$ cat config.mk
export PLATFORM = sky130hd
export DESIGN_NAME = btn_frontend_flat
export DESIGN_NICKNAME = d
export VERILOG_FILES = /design/src/rtl/btn_frontend_pkg.sv /design/src/rtl/btn_frontend_if.sv /design/src/rtl/btn_chan.sv /design/src/rtl/btn_frontend.sv /design/src/flat_wrapper.sv
export SDC_FILE = /design/constraint.sdc
export NUM_CORES = 1
export LEC_CHECK = 0
export CAP_MARGIN = 0
export CORE_ASPECT_RATIO = 1.2
export CORE_UTILIZATION = 41
export CTS_BUF_LIST = sky130_fd_sc_hd__clkbuf_8
export CTS_CLUSTER_DIAMETER = 40
export DETAILED_ROUTE_END_ITERATION = 10
export PLACE_DENSITY_LB_ADDON = 0.08
export RECOVER_POWER = 100
export SLEW_MARGIN = 20
export SYNTH_ARGS = -nofsm -noshare
export SYNTH_HDL_FRONTEND = slang
export SYNTH_SLANG_ARGS = --single-unit
$ cat constraint.sdc
create_clock -name clk -period 1.59 [get_ports clk]
set_input_delay 0.318 -clock clk [delete_from_list [all_inputs] [get_ports clk]]
set_output_delay 0.318 -clock clk [all_outputs]
set_load 0.05 [all_outputs]
$ cat src/rtl/btn_frontend_pkg.sv
// btn_frontend_pkg: shared definitions for the push-button front end
// (repeat FSM states, parameter defaults, clog2).
package btn_frontend_pkg;

   typedef enum logic [1:0] {
      IDLE  = 2'd0,
      DELAY = 2'd1,
      RPT   = 2'd2
   } rpt_state_t;

   localparam int DB_TICKS_DEF     = 4;
   localparam int REPEAT_DELAY_DEF = 32;
   localparam int REPEAT_RATE_DEF  = 8;

   function automatic int clog2(input int v);
      int r = 0;
      while ((1 << r) < v) r++;
      return r;
   endfunction

endpackage

$ cat src/rtl/btn_frontend_if.sv
// btn_frontend_if: raw button/tick inputs and debounced outputs of the button front end.
interface btn_frontend_if
   import btn_frontend_pkg::*;
#(
   parameter int N_CH = 4
);
   logic            tick_en;
   logic [N_CH-1:0] btn_raw;
   logic [N_CH-1:0] btn_level;
   logic [N_CH-1:0] btn_press;
   logic [N_CH-1:0] btn_release;
   logic [N_CH-1:0] btn_repeat;
   logic            any_press;

   modport master (
      output tick_en, btn_raw,
      input  btn_level, btn_press, btn_release, btn_repeat, any_press
   );

   modport slave (
      input  tick_en, btn_raw,
      output btn_level, btn_press, btn_release, btn_repeat, any_press
   );
endinterface

$ cat src/rtl/btn_chan.sv
// btn_chan: one button channel - two-flop sync, tick debounce, press/release pulses and,
// with BTN_FRONTEND_REPEAT_EN defined, a typematic repeat FSM.
module btn_chan
   import btn_frontend_pkg::*;
#(
   parameter int DB_TICKS     = DB_TICKS_DEF,
   parameter bit ACTIVE_LOW   = 1'b0,
   parameter int REPEAT_DELAY = REPEAT_DELAY_DEF,
   parameter int REPEAT_RATE  = REPEAT_RATE_DEF
) (
   input  logic clk,
   input  logic rst_n,
   input  logic tick_en,
   input  logic raw,
   output logic level,
   output logic press,
   output logic rel,
   output logic rpt,
   output logic press_set
);
   localparam int CW = clog2(DB_TICKS + 1);

   if (DB_TICKS < 1 || DB_TICKS > 255 || REPEAT_DELAY < 1 || REPEAT_RATE < 1) begin : g_bad_cfg
      $error("btn_chan: illegal DB_TICKS/REPEAT_DELAY/REPEAT_RATE");
   end

   logic          s1, s2, synced, accept, rel_set;
   logic [CW-1:0] cnt;

   // sync flops reset to the raw released level so no spurious edge leaves reset
   assign synced    = s2 ^ ACTIVE_LOW;
   assign accept    = tick_en && synced != level && cnt == CW'(DB_TICKS - 1);
   assign press_set = accept && synced;
   assign rel_set   = accept && !synced;

   always_ff @(posedge clk or negedge rst_n)
      if (!rst_n) begin
         s1    <= ACTIVE_LOW;
         s2    <= ACTIVE_LOW;
         cnt   <= '0;
         level <= 1'b0;
         press <= 1'b0;
         rel   <= 1'b0;
      end else begin
         s1    <= raw;
         s2    <= s1;
         cnt   <= !tick_en ? cnt : (synced == level || accept) ? '0 : cnt + CW'(1);
         level <= level ^ accept;
         press <= press_set;
         rel   <= rel_set;
      end

`ifdef BTN_FRONTEND_REPEAT_EN
   localparam int RW = clog2((REPEAT_DELAY > REPEAT_RATE ? REPEAT_DELAY : REPEAT_RATE) + 1);

   rpt_state_t    state, state_nxt;
   logic [RW-1:0] rcnt, rcnt_nxt;
   logic          rpt_nxt, fire;

   always_ff @(posedge clk or negedge rst_n)
      if (!rst_n) begin
         state <= IDLE;
         rcnt  <= '0;
         rpt   <= 1'b0;
      end else begin
         state <= state_nxt;
         rcnt  <= rcnt_nxt;
         rpt   <= rpt_nxt;
      end

   // release wins over a repeat due on the same tick
   always_comb begin
      state_nxt = state;
      rcnt_nxt  = rcnt;
      rpt_nxt   = 1'b0;
      fire      = state == DELAY ? rcnt == RW'(REPEAT_DELAY - 1) : rcnt == RW'(REPEAT_RATE - 1);
      if (rel_set) begin
         state_nxt = IDLE;
         rcnt_nxt  = '0;
      end else if (press_set) begin
         state_nxt = DELAY;
         rcnt_nxt  = '0;
      end else if (state != IDLE && tick_en) begin
         rpt_nxt   = fire;
         rcnt_nxt  = fire ? '0 : rcnt + RW'(1);
         state_nxt = fire ? RPT : state;
      end
   end
`else
   assign rpt = 1'b0;
`endif

endmodule

$ cat src/rtl/btn_frontend.sv
// btn_frontend: N_CH-channel push-button front end built from btn_chan instances plus any_press.
// Typematic repeat is compiled in only when BTN_FRONTEND_REPEAT_EN is defined.
module btn_frontend
   import btn_frontend_pkg::*;
#(
   parameter int N_CH         = 4,
   parameter int DB_TICKS     = DB_TICKS_DEF,
   parameter bit ACTIVE_LOW   = 1'b0,
   parameter int REPEAT_DELAY = REPEAT_DELAY_DEF,
   parameter int REPEAT_RATE  = REPEAT_RATE_DEF
) (
   input logic           clk,
   input logic           rst_n,
   btn_frontend_if.slave bus
);
   logic [N_CH-1:0] level, press, rel, rpt, press_set;

   for (genvar i = 0; i < N_CH; i++) begin : g_ch
      btn_chan #(
         .DB_TICKS    (DB_TICKS),
         .ACTIVE_LOW  (ACTIVE_LOW),
         .REPEAT_DELAY(REPEAT_DELAY),
         .REPEAT_RATE (REPEAT_RATE)
      ) u_chan (
         .clk      (clk),
         .rst_n    (rst_n),
         .tick_en  (bus.tick_en),
         .raw      (bus.btn_raw[i]),
         .level    (level[i]),
         .press    (press[i]),
         .rel      (rel[i]),
         .rpt      (rpt[i]),
         .press_set(press_set[i])
      );
   end

   // registered from the same next-state terms as btn_press so both align
   always_ff @(posedge clk or negedge rst_n)
      if (!rst_n) bus.any_press <= 1'b0;
      else        bus.any_press <= |press_set;

   assign bus.btn_level   = level;
   assign bus.btn_press   = press;
   assign bus.btn_release = rel;
   assign bus.btn_repeat  = rpt;

endmodule

$ cat src/flat_wrapper.sv
// flat-port wrapper written by rule: the top's interface ports become plain ports
module btn_frontend_flat import btn_frontend_pkg::*;
#(
   parameter int N_CH         = 4,
   parameter int DB_TICKS     = DB_TICKS_DEF,
   parameter bit ACTIVE_LOW   = 1'b0,
   parameter int REPEAT_DELAY = REPEAT_DELAY_DEF,
   parameter int REPEAT_RATE  = REPEAT_RATE_DEF
)
  (clk, rst_n, bus_tick_en, bus_btn_raw, bus_btn_level, bus_btn_press, bus_btn_release, bus_btn_repeat, bus_any_press);
  btn_frontend_if #(.N_CH(N_CH)) bus_i ();
  input logic clk;
  input logic rst_n;
  input wire logic [$bits(bus_i.tick_en)-1:0] bus_tick_en;
  input wire logic [$bits(bus_i.btn_raw)-1:0] bus_btn_raw;
  output wire logic [$bits(bus_i.btn_level)-1:0] bus_btn_level;
  output wire logic [$bits(bus_i.btn_press)-1:0] bus_btn_press;
  output wire logic [$bits(bus_i.btn_release)-1:0] bus_btn_release;
  output wire logic [$bits(bus_i.btn_repeat)-1:0] bus_btn_repeat;
  output wire logic [$bits(bus_i.any_press)-1:0] bus_any_press;
  assign bus_i.tick_en = bus_tick_en;
  assign bus_i.btn_raw = bus_btn_raw;
  assign bus_btn_level = bus_i.btn_level;
  assign bus_btn_press = bus_i.btn_press;
  assign bus_btn_release = bus_i.btn_release;
  assign bus_btn_repeat = bus_i.btn_repeat;
  assign bus_any_press = bus_i.any_press;
  btn_frontend #(.N_CH(N_CH), .DB_TICKS(DB_TICKS), .ACTIVE_LOW(ACTIVE_LOW), .REPEAT_DELAY(REPEAT_DELAY), .REPEAT_RATE(REPEAT_RATE)) u_core (.clk(clk), .rst_n(rst_n), .bus(bus_i));
endmodule
==> results of run 1 <==
==> stage by stage <==
| stage | hold slack, ns | std cells | total power, mW | setup slack, ns | area (um^2) |
|---|---|---|---|---|---|
| 2_1_floorplan | 0.0224 | 121 | 1.94 | 0.270 | 1500 |
| 3_3_place_gp | 0.333 | 161 | 2.19 | 0.0650 | 1630 |
| 3_5_place_dp | 0.340 | 161 | 2.24 | 0.0319 | 1630 |
| 4_1_cts | 0.354 | 168 | 2.88 | 0.181 | 1720 |
| 5_1_grt | 0.363 | 168 | 2.84 | 0.0943 | 1620 |
| 6_report | 0.351 | 168 | 2.64 | 0.141 | 1620 |
==> cell usage in the layout (no fill, tap or decap), types with 3 or more instances in the layout <==
cell | netlist | routed
clkbuf_1 | 0 | 7
clkbuf_2 | 0 | 6
clkbuf_8 | 0 | 6
conb_1 | 1 | 4
dfrtp_1 | 33 | 33
dlygate4sd3_1 | 0 | 5
ha_1 | 8 | 8
inv_1 | 16 | 17
nand2_1 | 3 | 3
nand2b_1 | 6 | 6
nand4b_1 | 4 | 4
nor3b_1 | 4 | 4
o31ai_1 | 3 | 3
o32ai_1 | 6 | 7
xnor2_1 | 4 | 4
==> kinds of logic (layout without fill, tap and decap cells) <==
kind of cell | count (synthesis) | after routing | share of synthesized area
muxes | 4 | 4 | 0.0353
AOI/OAI and AO/OA | 12 | 12 | 0.0698
and+or+nand+nor | 22 | 22 | 0.108
buffers and inverters | 34 | 44 | 0.139
other | 1 | 4 | 0.00252
xor gates and xnor gates | 4 | 4 | 0.0235
adders and majority gates | 8 | 8 | 0.0673
DFF | 33 | 33 | 0.555
==> power groups by stage <==
stage	sequential [mW]	clock [mW]	combinational, mW
floorplan	1.17	0	0.773
global placement	1.20	0	0.985
detailed placement	1.21	0	1.03
CTS	1.20	0.645	1.03
global route	1.20	0.685	0.949
finish	1.17	0.627	0.846
==> per-layer routing <==
layer  routed length, um  share of wire  GRT usage
met1                 909           0.44      0.149
met2                 983           0.47      0.225
met3                 127          0.061     0.0529
met4                  58          0.028     0.0884
met5                   0              0          0
==> area by class of cell <==
cell class              instances  area, um^2
fillers                       317        1780
well taps                      37        46.3
repair buffers                 21         149
flip-flops and latches         33         826
clock buffers                   6        82.6
inverters                      16        60.1
multi-input cells              54         452
clock inverters                 1        3.75
==> sequential cells by signal, summed over array words and instances (netlist names) <==
register	count
u_core.g_ch.u_chan.cnt	12
u_core.g_ch.u_chan.level	4
u_core.g_ch.u_chan.press	4
u_core.g_ch.u_chan.rel	4
u_core.g_ch.u_chan.s1	4
u_core.g_ch.u_chan.s2	4
u_core.bus.any_press	1
==> final timing paths <==
| path | slack (ns) | from | to |
|---|---|---|---|
| min in group asynchronous | 0.65 | rst_n | u_core.g_ch[0].u_chan.rel |
| worst min-delay path | 0.35 | u_core.g_ch[3].u_chan.s1 | u_core.g_ch[3].u_chan.s2 |
| worst max register to register | 0.20 | u_core.g_ch[3].u_chan.cnt[0] | u_core.g_ch[3].u_chan.cnt[2] |
| worst max-delay path | 0.14 | u_core.g_ch[0].u_chan.level | bus_btn_level[0] |
| max in group asynchronous | 0.44 | rst_n | u_core.g_ch[0].u_chan.s1 |
| worst min register to register | 0.35 | u_core.g_ch[3].u_chan.s1 | u_core.g_ch[3].u_chan.s2 |
==> results_dict.tcl, run 1 <==
set metrics [dict create \
    status "complete, but fails checks" \
    violations "design-rule violations" \
    syn_inst 118 \
    synthArstFlopShare 1.00 \
    cp-start-kind "flop" \
    critPathMaxFanout 5 \
    ys_seq_area_frac 0.555 \
    synth-main-ff-cell "dfrtp_1" \
    yosysTopAreaCellShare 0.555 \
    cp.required_ns 1.27 \
    synth_top_area_cell "dfrtp_1" \
    syn_area_um2 1490 \
    synth_common_cells "dfrtp_1 (33), buf_4 (16), inv_1 (16)" \
    drt-total-wl_um 2080 \
    antenna_left 0 \
    cp_slowest_cell "dlymetal6s2s_1" \
    synth_edf_count 0 \
    post-route-drc-count 6 \
    initial_core_util 0.438 \
    syn_area_per_cell_um2 12.6 \
    final_nets 146 \
    dp_hpwl_um 1390 \
    grt_pass1_wl_um 3890 \
    cap_violations 0 \
    n_antenna_cell 0 \
    yosys_warnings 0 \
    cpPeakStageDelay_ns 0.44 \
    wire_per_inst_um 12.4 \
    firstDrtPassIters 7 \
    cp_cell_sequence "dlymetal6s2s_1" \
    period_needed_ns 1.45 \
    postCtsSetupBuffers 0 \
    core_area_um2 3400 \
    p_sw_mw 0.943 \
    tns_ns 0 \
    holdCritPathClass "flop to flop" \
    relSlewSlack 0.473 \
    grt_antenna_before_repair 0 \
    cts_buffers 5 \
    fin_util 0.477 \
    track_usage 0.137 \
    endpoint_kind "output port" \
    fmax_ghz 0.690 \
    worstMarginPinSlew_ns 0.790 \
    setup_viol 0 \
    ctsResizeCount 0 \
    cp_num_cells 1 \
    cp_data_arrival_time_ns 1.13 \
    clockBufferDepth 2 \
    cts_hold_buf 0 \
    clock_power_share 0.237 \
    comb_power_share 0.321 \
    worstHoldPathCells 0 \
    drt_iter0_markers 27 \
    root_buffer "clkbuf_8" \
    ys_ff_latch 33 \
    critPathKind "flop to output port" \
    die_area_um2 3870 \
    path_buf_inv 1 \
    yosysUniqueCellTypes 21 \
    overflow 0 \
    io_pins 24 \
    period_share 0.911 \
    grt_pass1_vias 843 \
    ys_top_cells_by_area "dfrtp_1 (56%), buf_4 (8.1%), ha_1 (6.7%), inv_1 (4.0%), o32ai_1 (3.5%)" \
    finalHoldViolations 0 \
    tritoncts "yes" \
    vias_per_cell 4.87 \
    reg2regPathDepth 4 \
    syn2layout_area_growth_pct 8.83 \
    rows 23 \
    drv_slew 0 \
    yosysMostFrequentCell "dfrtp_1" \
    path_clk_slew_ns 0.06 \
    ir_drop_mv 0.614 \
    port_buffers 19 \
    finalClockSkew_ns 0.00138 \
    path_delay_family "buffers and inverters" \
    rsz0062_at_grt "false" \
    dieHeight_um 68.0 \
    internal-power_mw 1.70 \
    cellPowerDensity_nw_per_um2 1630 \
    cts_max_level 2 \
    power_leakage_nw 0.803 \
    grt_max_degree 34 \
    seq_power_share 0.442 \
    drive_gt1_frac 0.130 \
    place.gp.congestion 0.682 \
    die_w_um 57.0 \
    swShare 0.357 \
    clock_latency_ns 0.28 \
    via_count 818 \
    cts.sinks 33 \
]
Note: power is estimated with default switching activity, not from simulation.
==> run 2: changes to the inputs <==
--- a/config.mk
+++ b/config.mk
@@ -11,6 +11,7 @@
 export CTS_BUF_LIST = sky130_fd_sc_hd__clkbuf_8
 export CTS_CLUSTER_DIAMETER = 40
 export DETAILED_ROUTE_END_ITERATION = 10
+export DONT_BUFFER_PORTS = 1
 export PLACE_DENSITY_LB_ADDON = 0.08
 export RECOVER_POWER = 100
 export SLEW_MARGIN = 20
==> constraint.sdc (replaced) <==
create_clock -name clk -period 1.6 [get_ports clk]
set_input_delay 0.32 -clock clk [delete_from_list [all_inputs] [get_ports clk]]
set_output_delay 0.32 -clock clk [all_outputs]
set_load 0.05 [all_outputs]
==> run 2 against run 1 <==
  * The flow still finishes with violations (design-rule violations)
  * First-iteration DRC count increased by 37%
  * Routed wire length fell by 1.4%
  * Largest cell class unchanged
  * Final cell count is 8.9% lower
  * Clock skew grew 0.00087 ns
==> results_dict.tcl, run 2 (same netlist as run 1, synthesis figures left out) <==
set metrics [dict create \
    clock_latency_ns 0.28 \
    cp.required_ns 1.81 \
    rsz0062_at_grt "false" \
    grt_max_degree 34 \
    reg2reg_from "u_core.g_ch[3].u_chan.cnt[0]" \
    dieHeight_um 68.0 \
    layoutNonFillerInstCount 153 \
    critPathKind "flop to flop" \
    relSlewSlack 0.469 \
    finalHoldViolations 0 \
    placed_area_um2 1430 \
    cts_hold_buf 2 \
    worstMarginPinSlew_ns 0.796 \
    layout_common_cells "dfrtp_1 (33), inv_1 (17), ha_1 (8)" \
    dp_hpwl_um 1350 \
    cts.sinks 33 \
    postCtsSetupBuffers 0 \
    regMostFlops "u_core.g_ch.u_chan.cnt" \
    tns_ns 0 \
    grt_antenna_before_repair 0 \
    setup_viol 0 \
    grt_pass1_vias 776 \
    drt-total-wl_um 2050 \
    fillers 330 \
    violations "design-rule violations" \
    ir_drop_mv 0.520 \
    cp_data_arrival_time_ns 1.60 \
    die_area_um2 3870 \
    initial_core_util 0.438 \
    via_count 787 \
    port_buffers 0 \
    die_w_um 57.0 \
    antenna_left 0 \
    post-route-drc-count 7 \
    core_area_um2 3400 \
    drt_iter0_markers 37 \
    dp.cells 144 \
    grt_pass1_wl_um 3440 \
    track_usage 0.126 \
    path_delay_family "adder cells" \
    clockBufferDepth 2 \
    final_area_um2 1510 \
    io_pins 24 \
    path_buf_inv 0 \
    cts_buffers 5 \
    root_buffer "clkbuf_8" \
    overflow 0 \
    drv_slew 0 \
    holdCritPathClass "input port to flop" \
    finalClockSkew_ns 0.00225 \
    vias_per_cell 5.14 \
    period_share 0.871 \
    cp-startpoint "u_core.g_ch[3].u_chan.cnt[0]" \
    cp-start-kind "flop" \
    cap_violations 0 \
    drive_gt1_frac 0.129 \
    mostFrequentLayoutCell "dfrtp_1" \
    power_leakage_nw 0.744 \
    period_needed_ns 1.39 \
    critPathMaxFanout 3 \
    cts_max_level 2 \
    firstDrtPassIters 9 \
    n_antenna_cell 0 \
    wire_per_inst_um 13.4 \
    cpPeakStageDelay_ns 0.39 \
    place.gp.congestion 0.699 \
    crit_top_cell "ha_1" \
    cellPowerDensity_nw_per_um2 1700 \
    ctsResizeCount 0 \
    largest_register_ffs 12 \
    path_clk_slew_ns 0.06 \
    endpoint_kind "flop" \
    tritoncts "yes" \
    status "complete, but fails checks" \
    cp_slowest_cell "dfrtp_1" \
    rows 23 \
    final_nets 131 \
    fmax_ghz 0.718 \
    cp_cell_sequence "ha_1 > ha_1 > or3b_1 > o22ai_1" \
    rrSetupSlack_ns 0.21 \
    worstHoldStart "bus_btn_raw[2]" \
    syn2layout_area_growth_pct 1.18 \
]
[run 2: metal layers]
metal / up-vias / share of wire / track usage
li1: 375 / - / -
met1: 387 / 0.42 / 0.126
met2: 18 / 0.49 / 0.207
met3: 7 / 0.047 / 0.0454
met4: 0 / 0.039 / 0.110
met5: - / 0 / 0
[run 2: worst paths after layout]
path                                                endpoint  cells past startpoint
min in group asynchronous          u_core.g_ch[0].u_chan.rel                      2
worst min-delay path                u_core.g_ch[2].u_chan.s1                      0
max in group asynchronous        u_core.g_ch[0].u_chan.level                      2
worst max-delay path            u_core.g_ch[3].u_chan.cnt[2]                      4
worst min register to register      u_core.g_ch[3].u_chan.s2                      0
worst max register to register  u_core.g_ch[3].u_chan.cnt[2]                      4
[run 2: power by group]
part	leakage [nW]	total, mW	internal [mW]	switching, mW
sequential	0.428	1.18	1.02	0.160
clock	0.0485	0.622	0.334	0.287
combinational	0.267	0.754	0.294	0.460
[run 2: per-stage QoR]
stage / hold WS [ns] / setup slack [ns] / total power [mW] / util
after floorplan: 0.0244 / 0.280 / 1.93 / -
after global placement: 0.0250 / 0.247 / 1.98 / 0.421
after detailed placement: 0.0251 / 0.201 / 2.02 / 0.421
after CTS: 0.0485 / 0.188 / 2.67 / 0.455
after global routing: 0.0459 / 0.129 / 2.75 / 0.443
final: 0.0599 / 0.207 / 2.56 / 0.443
[run 2: final cells by class]
| cell class | count | area (um^2) | share of cell area |
|---|---|---|---|
| sequential | 33 | 826 | 0.549 |
| multi-input combinational | 54 | 452 | 0.300 |
| clock buffer | 6 | 82.6 | 0.0549 |
| inverter | 16 | 60.1 | 0.0399 |
| tap | 37 | 46.3 | 0.0308 |
| timing repair buffer | 6 | 35.0 | 0.0233 |
| clock inverter | 1 | 3.75 | 0.00249 |
